==> config.mk <==
export PLATFORM = sky130hd
export DESIGN_NAME = sound_beep_scheduler_flat
export DESIGN_NICKNAME = d
export VERILOG_FILES = /design/src/rtl/sound_pkg.sv /design/src/rtl/sound_beep_scheduler_if.sv /design/src/rtl/sound_prio_arbiter.sv /design/src/rtl/sound_beep_scheduler.sv /design/src/flat_wrapper.sv
export SDC_FILE = /design/constraint.sdc
export NUM_CORES = 1
export LEC_CHECK = 0
export BUFFER_PORTS_ARGS = -buffer_cell sky130_fd_sc_hd__buf_2
export CAP_MARGIN = 20
export CORE_MARGIN = 10
export CORE_UTILIZATION = 40
export CTS_CLUSTER_SIZE = 25
export DETAILED_ROUTE_END_ITERATION = 16
export SLEW_MARGIN = 15
export SYNTH_ARGS = -nofsm -noshare
export SYNTH_HDL_FRONTEND = slang
export SYNTH_SLANG_ARGS = --single-unit
==> constraint.sdc <==
create_clock -name clk -period 3.7 [get_ports clk]
set_input_delay 1.11 -clock clk [delete_from_list [all_inputs] [get_ports clk]]
set_output_delay 1.11 -clock clk [all_outputs]
set_load 0.005 [all_outputs]
==> src/rtl/sound_pkg.sv <==
// Shared constants for the tone datapath and its beep scheduler.
package sound_pkg;

  localparam int FREQ_W        = 52;
  localparam int SHORT_CYC_DEF = 5_000_000;
  localparam int LONG_CYC_DEF  = 25_000_000;
  localparam int GAP_CYC_DEF   = 2_500_000;
  localparam int TONE_DEF      = 32000;

  // Scheduler state encoding
  localparam logic [1:0] ST_IDLE = 2'd0;
  localparam logic [1:0] ST_PLAY = 2'd1;
  localparam logic [1:0] ST_GAP  = 2'd2;

endpackage

==> src/rtl/sound_beep_scheduler_if.sv <==
// Request/status bundle between beep requesters and the scheduler.
interface sound_beep_scheduler_if #(parameter int NREQ = 4);
  import sound_pkg::*;

  logic [NREQ-1:0]   short_req;
  logic [NREQ-1:0]   long_req;
  logic              mute;
  logic              s_enable;
  logic [FREQ_W-1:0] sonido;
  logic [NREQ-1:0]   grant;
  logic              busy;
  logic              done;

  modport master (output short_req, long_req, mute,
                  input  s_enable, sonido, grant, busy, done);
  modport slave  (input  short_req, long_req, mute,
                  output s_enable, sonido, grant, busy, done);
endinterface

==> src/rtl/sound_prio_arbiter.sv <==
// Lowest-index-first one-hot picker over the pending requesters.
module sound_prio_arbiter #(
  parameter int NREQ = 4
) (
  input  logic [NREQ-1:0] req,
  output logic [NREQ-1:0] onehot,
  output logic            valid
);
  // Isolate the lowest set bit (two's-complement trick)
  always_comb begin
    onehot = req & (~req + {{(NREQ-1){1'b0}}, 1'b1});
    valid  = |req;
  end
endmodule

==> src/rtl/sound_beep_scheduler.sv <==
// Shares one tone generator among NREQ requesters: one-deep short/long
// pending slot per requester, fixed priority, timed beep then timed gap.
module sound_beep_scheduler
  import sound_pkg::*;
#(
  parameter int NREQ      = 4,
  parameter int SHORT_CYC = SHORT_CYC_DEF,
  parameter int LONG_CYC  = LONG_CYC_DEF,
  parameter int GAP_CYC   = GAP_CYC_DEF,
  parameter int TONE      = TONE_DEF
) (
  input  logic                    clk,
  input  logic                    reset,
  sound_beep_scheduler_if.slave   bus
);
  localparam int TW = $clog2(LONG_CYC + 1);

  logic [1:0]        state_q, state_d;
  logic [TW-1:0]     timer_q, timer_d;
  logic [NREQ-1:0]   pend_s_q, pend_s_d, pend_l_q, pend_l_d;
  logic [NREQ-1:0]   grant_q, grant_d;
  logic              en_q, en_d, done_q, done_d, busy_q, busy_d;
  logic [FREQ_W-1:0] sonido_q, sonido_d;

  logic [NREQ-1:0]   sel, clr_s, clr_l;
  logic              any_pend, pick_long, start;

  sound_prio_arbiter #(.NREQ(NREQ)) u_arb (
    .req    (pend_l_q | pend_s_q),
    .onehot (sel),
    .valid  (any_pend)
  );

  // Next-state: FSM, timer, pending slots and registered outputs
  always_comb begin
    state_d   = state_q;
    timer_d   = timer_q;
    grant_d   = grant_q;
    en_d      = en_q;
    done_d    = 1'b0;
    clr_s     = '0;
    clr_l     = '0;
    pick_long = |(sel & pend_l_q);
    // A new beep may start from IDLE or from the last cycle of a gap
    start     = any_pend && ((state_q == ST_IDLE) ||
                             (state_q == ST_GAP && timer_q == '0));

    case (state_q)
      ST_PLAY: begin
        if (timer_q == '0) begin
          state_d = ST_GAP;
          en_d    = 1'b0;
          grant_d = '0;
          done_d  = 1'b1;
          timer_d = TW'(GAP_CYC - 1);
        end else begin
          timer_d = timer_q - 1'b1;
        end
      end
      ST_GAP: begin
        if (timer_q != '0)   timer_d = timer_q - 1'b1;
        else if (!any_pend)  state_d = ST_IDLE;
      end
      default: ;
    endcase

    if (start) begin
      state_d = ST_PLAY;
      grant_d = sel;
      en_d    = 1'b1;
      // Long wins over short for the chosen requester; only that slot clears
      if (pick_long) begin
        clr_l   = sel;
        timer_d = TW'(LONG_CYC - 1);
      end else begin
        clr_s   = sel;
        timer_d = TW'(SHORT_CYC - 1);
      end
    end

    // New pulses win over a same-cycle grant clear
    pend_s_d = (pend_s_q & ~clr_s) | bus.short_req;
    pend_l_d = (pend_l_q & ~clr_l) | bus.long_req;

    // Mute overrides everything, including this cycle's requests
    if (bus.mute) begin
      state_d  = ST_IDLE;
      timer_d  = '0;
      grant_d  = '0;
      en_d     = 1'b0;
      done_d   = 1'b0;
      pend_s_d = '0;
      pend_l_d = '0;
    end

    busy_d   = (state_d != ST_IDLE);
    sonido_d = en_d ? FREQ_W'(TONE) : '0;
  end

  // State and output registers, async active-high reset
  always_ff @(posedge clk or posedge reset) begin
    if (reset) begin
      state_q  <= ST_IDLE;
      timer_q  <= '0;
      pend_s_q <= '0;
      pend_l_q <= '0;
      grant_q  <= '0;
      en_q     <= 1'b0;
      done_q   <= 1'b0;
      busy_q   <= 1'b0;
      sonido_q <= '0;
    end else begin
      state_q  <= state_d;
      timer_q  <= timer_d;
      pend_s_q <= pend_s_d;
      pend_l_q <= pend_l_d;
      grant_q  <= grant_d;
      en_q     <= en_d;
      done_q   <= done_d;
      busy_q   <= busy_d;
      sonido_q <= sonido_d;
    end
  end

  assign bus.s_enable = en_q;
  assign bus.sonido   = sonido_q;
  assign bus.grant    = grant_q;
  assign bus.busy     = busy_q;
  assign bus.done     = done_q;

endmodule

==> src/flat_wrapper.sv <==
// flat-port wrapper written by rule: the top's interface ports become plain ports
module sound_beep_scheduler_flat import sound_pkg::*;
#(
  parameter int NREQ      = 4,
  parameter int SHORT_CYC = SHORT_CYC_DEF,
  parameter int LONG_CYC  = LONG_CYC_DEF,
  parameter int GAP_CYC   = GAP_CYC_DEF,
  parameter int TONE      = TONE_DEF
)
  (clk, reset, bus_short_req, bus_long_req, bus_mute, bus_s_enable, bus_sonido, bus_grant, bus_busy, bus_done);
  sound_beep_scheduler_if #(.NREQ(NREQ)) bus_i ();
  input  logic clk;
  input  logic reset;
  input wire logic [$bits(bus_i.short_req)-1:0] bus_short_req;
  input wire logic [$bits(bus_i.long_req)-1:0] bus_long_req;
  input wire logic [$bits(bus_i.mute)-1:0] bus_mute;
  output wire logic [$bits(bus_i.s_enable)-1:0] bus_s_enable;
  output wire logic [$bits(bus_i.sonido)-1:0] bus_sonido;
  output wire logic [$bits(bus_i.grant)-1:0] bus_grant;
  output wire logic [$bits(bus_i.busy)-1:0] bus_busy;
  output wire logic [$bits(bus_i.done)-1:0] bus_done;
  assign bus_i.short_req = bus_short_req;
  assign bus_i.long_req = bus_long_req;
  assign bus_i.mute = bus_mute;
  assign bus_s_enable = bus_i.s_enable;
  assign bus_sonido = bus_i.sonido;
  assign bus_grant = bus_i.grant;
  assign bus_busy = bus_i.busy;
  assign bus_done = bus_i.done;
  sound_beep_scheduler #(.NREQ(NREQ), .SHORT_CYC(SHORT_CYC), .LONG_CYC(LONG_CYC), .GAP_CYC(GAP_CYC), .TONE(TONE)) u_core (.clk(clk), .reset(reset), .bus(bus_i));
endmodule
After elaboration in Yosys (flattened, before gate mapping)

Cells that the tools add are included.

Register bits after elaboration: 94
Logic and storage cells: 68

Add/sub/neg operators: 2
Equality and inequality tests: 3
Muxes and demuxes: 30
Bitwise logic cells: 10
Reduce and logical (&&, ||, !) cells: 14

Operator list:

| operator                                               | count |
|---|---|
| two-way mux 25 bit                                     | 5 |
| one-hot mux 25 bit (2 select lines)                    | 1 |
| two-way mux 4 bit                                      | 10 |
| zero test 25 bit                                       | 1 |
| nonzero test 25 bit                                    | 1 |
| subtractor 25 x 1 -> 25 bit (second input constant)    | 1 |
| bitwise AND 4 bit                                      | 4 |
| two-way mux 15 bit                                     | 1 |
| NOT 4 bit                                              | 3 |
| bitwise OR 4 bit                                       | 3 |
| two-way mux 2 bit                                      | 5 |
| OR reduction 4 bit                                     | 2 |
| two-way mux 1 bit                                      | 7 |
| nonzero test 3 bit                                     | 2 |
| adder 4 x 1 -> 4 bit (second input constant)           | 1 |
| inequality test 4 x 3 -> 1 bit (second input constant) | 1 |
| one-hot mux 2 bit (2 select lines)                     | 1 |
| AND reduction 2 bit                                    | 2 |
| nonzero test 4 bit                                     | 1 |
| equality test 2 x 1 -> 1 bit (second input constant)   | 1 |
| equality test 2 bit (second input constant)            | 1 |
| logical AND 1 bit                                      | 2 |
| zero test 2 bit                                        | 1 |
| nonzero test 2 bit                                     | 1 |
| logical OR 1 bit                                       | 1 |

Logic depth before layout (Yosys ltp)

Depth in word-level cells: 12
Depth in mapped cells: 10

Cells and area by module

From an unflattened synthesis, not the netlist that was laid out.

Cell total of the unflattened synthesis: 348
Area, all modules: 3042.9 µm²

Modules (own cells, without submodules):

| module               | instances | cells an instance | area an instance (µm²) |
|---|---|---|---|
| sound_beep_scheduler | 1         | 343               | 3005.4 |
| sound_prio_arbiter   | 1         | 5                 | 37.5 |

Worst setup path after synthesis

Ideal clock, no wire load.

Kind: register to register
From: register u_core.timer_q[0]
To: register u_core.timer_q[12]
Library setup time: 0.126 ns
Arrival time: 2.629 ns
Required time: 3.574 ns
Setup slack: 0.945 ns
Stages on the path, launching flop included: 10
Buffers on the path: 1
Period minus slack after synthesis: 2.755 ns
Path through: dfrtp_1 inv_1 ha_1 or4b_1 or4_4 buf_6 nor3_4 a211oi_1 or2_0 a221o_1

Word-level cells in the longest chain between the ends: 6
Elaborated cells on any way between the ends: 14
Classes of those cells: 1 x add/sub; 1 x eq/ne; 5 x mux; 7 x reduce/logical

Ends and longest elaborated chain:

| item                                                                | line                        | text |
|---|---|---|
| start, declared                                                     | sound_beep_scheduler.sv:19  | `logic [TW-1:0] timer_q, timer_d;` |
| start signal, assigned                                              | sound_beep_scheduler.sv:114 | `timer_q <= timer_d;` |
| branches (longest 6 deep; another with subtractor 25 x 1 -> 25 bit) | --                          |  |

Several ways; the timed one is not identified. The select of a mux whose other input is x is not followed.
A chain may end at the register's enable or synchronous reset.

Final worst setup path

From: register u_core.timer_q[0]
To: register u_core.timer_q[7]

The elaborated chain is that of the path after synthesis.

==> qor.log <==
[outcome] status finished clean
[clocking] Reg clk slew, reported paths 80 ps
[detailed_routing] number of violations reported at the end of detailed-routing iteration 0 209
[detailed_routing] number of remaining DRC errors 0
[grt] total global-route track usage 0.137
[place] Final Wtd Congestion 0.967
[finish] n_diodes 0
[worst_setup_path] crit path launch type register
[finish] Fill cells 753
[clocking] Post CTS Setup Buffer Count 0
[grt] maximum number of pins on one net before global-route repair 24
[worst_setup_path] Crit. End Element register
[detailed_routing] met2 routed WL 3820 µm
[yosys] cell count after synthesis 357
[grt] number of antenna violations at the first check in global routing 0
[finish] layout cells sized above 1 0.153
[place] count of buffers from port buffering 23
[job] max-cap violations 0
[clocking] clock root buffer sky130_fd_sc_hd__clkbuf_8
[clocking] clock latency on the worst-skew pair 300 ps
[timing] Fin. Hold Viols 0
[yosys] mapped cell area 3000 µm²
[timing] final number of setup-violating endpoints 0
[yosys] number of enable flip-flop cells after synthesis 0
[grt] via count of the first global-routing pass 2,601
[pwr] static leakage 1.41 nW
[yosys] biggest area contributors in the synthesized netlist sky130_fd_sc_hd__dfrtp_1, sky130_fd_sc_hd__buf_4, sky130_fd_sc_hd__a21oi_1, sky130_fd_sc_hd__nor2_1, sky130_fd_sc_hd__nor3_1
[clocking] depth of the CTS H-tree 2
[die] floorplan core area 7250 µm²
[place] half-perimeter wire length after placement 5970 µm
[yosys] most instantiated flip-flop cell in the synthesis netlist sky130_fd_sc_hd__dfrtp_1
[grt] Overflow after GRT 0
[timing] Post-Route Setup TNS 0 ps
[clocking] clock tree from TritonCTS yes
[timing] min Tclk post-route 3020 ps
[yosys] most numerous cell in the Yosys netlist sky130_fd_sc_hd__buf_4
[detailed_routing] total length of routed met3 wires 517 µm
[die] I/O pin count 70
[worst_setup_path] largest fanout on the critical path 6
[detailed_routing] drt total wl 7870 µm
[worst_setup_path] Worst Setup Path Type reg -> reg
[detailed_routing] Metal-1 WL 3470 µm
[clocking] post-cts hold buffer count 0
[worst_setup_path] Worst Path Required 3900 ps
[yosys] number of distinct library cells after synthesis 60
[timing] final period utilization 0.817
[timing] slew at the pin closest to its max-slew limit 828 ps
[finish] Layout Area Growth over Synthesis 3.26%
[timing] Max Clk Rate 0.331 GHz
[die] effective utilization at floorplan 0.413
[yosys] leading cell types by count after synthesis sky130_fd_sc_hd__buf_4, sky130_fd_sc_hd__dfrtp_1, sky130_fd_sc_hd__nor2_1, sky130_fd_sc_hd__a21oi_1, sky130_fd_sc_hd__nand2_1
[yosys] flop and latch count out of synthesis 42
[die] area of the die 11,400 µm²
[die] row count 31
[clocking] total of cells resized after clock tree synthesis 0
[yosys] Synth warnings 0
[timing] final max-slew violation count 0
[clocking] buffer levels on the longest clock path 2
[timing] post-route clock skew 2.94 ps
[place] Setup Slack @ Placement 744 ps
[timing] final setup slack of the worst path 679 ps
[clocking] Clock Sinks 42
[detailed_routing] uppermost layer routed met4
[yosys] mean cell area of the mapped netlist 8.40 µm²
[detailed_routing] vias after detailed routing 2,579
[grt] wire length of the first global-routing pass 13,000 µm
[pwr] total power per unit cell area 403 nW/µm²
[detailed_routing] ANT nets after route 0
[pwr] Worst VDD drop 0.000225 V
[detailed_routing] number of iterations in the first detailed-routing pass 5
[yosys] share of the synthesized area in the top cell type 0.351
[yosys] sequential share of the synthesized area 0.351
[worst_setup_path] worst endpoint data arrival time 3220 ps
[die] width of the die 107 µm
[timing] relative max-transition margin 0.446
[finish] post-layout net count 387
[timing] unrepaired setup endpoints after global routing no
[detailed_routing] wire per inst 16.7 µm
[clocking] Inserted Clock Buffers 5
[yosys] top cell type by total area after synthesis sky130_fd_sc_hd__dfrtp_1
[hold_path] kind of path behind the tightest hold check reg -> reg
[die] die outline height 107 µm
[pwr] Power, Total 1.25 mW
[yosys] async set-reset flop share out of synthesis 1.00
[detailed_routing] number of vias per cell after detailed routing 5.46
==> registers in the layout, summed over array words and instances, names as in the netlist <==
| signal | flops |
|---|---|
| u_core.pend_l_q | 4 |
| u_core.bus.grant | 4 |
| u_core.pend_s_q | 4 |
| u_core.timer_q | 25 |
| u_core.bus.done | 1 |
| u_core.bus.sonido | 1 |
| u_core.state_q | 2 |
| u_core.bus.busy | 1 |
==> path summary, 6_finish.rpt <==
check,startpoint,to,slack [ps],cells after the start
worst max-delay path,u_core.timer_q[0],u_core.timer_q[7],680,8
worst min-delay path,u_core.timer_q[0],u_core.timer_q[0],550,1
worst max register to register,u_core.timer_q[0],u_core.timer_q[7],680,8
worst min register to register,u_core.timer_q[0],u_core.timer_q[0],550,1
max in group asynchronous,reset,u_core.timer_q[7],2110,3
min in group asynchronous,reset,u_core.pend_l_q[3],860,2
==> critical path, stage by stage, from the launching register on <==
cell                       delay (ps)
sky130_fd_sc_hd__dfrtp_1          420
sky130_fd_sc_hd__inv_1             70
sky130_fd_sc_hd__ha_1             190
sky130_fd_sc_hd__or4b_1           570
sky130_fd_sc_hd__or4_4            590
sky130_fd_sc_hd__nor4_2           580
sky130_fd_sc_hd__nor4_1           130
sky130_fd_sc_hd__xnor2_1          150
sky130_fd_sc_hd__a211oi_1         210
==> placed cells by master (no fill, tap or decap), drive strengths merged, types with 3 or more instances in the layout <==
cell type,instances
conb,46
dfrtp,42
nand3,5
o22ai,5
or2,5
a211oi,6
o211ai,3
inv,17
or4,8
and2,3
o21ai,20
a31oi,8
nor3,19
mux2,3
nor2,36
o2111ai,3
nor4,12
buf,30
a21oi,30
a41o,3
a311oi,3
nand2,19
or3,3
a21o,4
ha,4
clkbuf,8
==> layout make-up <==
cell class	count	area, µm²	share of cell area
clock buffers	8	110	0.0356
well taps	99	124	0.0400
flip-flops and latches	42	1050	0.340
multi-input cells	275	1580	0.509
repair buffers	30	168	0.0542
inverters	18	67.6	0.0218
==> layer usage <==
| metal | up-vias | global-route usage |
|---|---|---|
| met5 | - | 0 |
| met4 | 0 | 0.0300 |
| met3 | 9 | 0.0323 |
| met2 | 96 | 0.227 |
| met1 | 1248 | 0.176 |
| li1 | 1226 | - |
==> stage by stage <==
stage / hold WS, ps / util / cells / cell area, µm²
finish: 548 / 0.427 / 472 / 3100
global route: 584 / 0.427 / 472 / 3100
CTS: 548 / 0.427 / 472 / 3100
detailed placement: 531 / 0.412 / 464 / 2990
global placement: 519 / 0.412 / 464 / 2990
floorplan: 499 / - / 402 / 3170
==> cells by family after synthesis <==
| kind of cell | after synthesis | synth area share |
|---|---|---|
| other cells | 1 | 0.00125 |
| mux | 5 | 0.0179 |
| flops | 42 | 0.351 |
| compound gates | 99 | 0.212 |
| simple gates | 119 | 0.215 |
| xor+xnor | 2 | 0.00584 |
| buf+inv | 85 | 0.180 |
| fa+ha+maj | 4 | 0.0167 |
==> power by group <==
group,switching (mW),internal [mW]
sequential,0.0536,0.505
combinational,0.219,0.119
clock,0.162,0.189
Power figures use the tool's default switching activity.
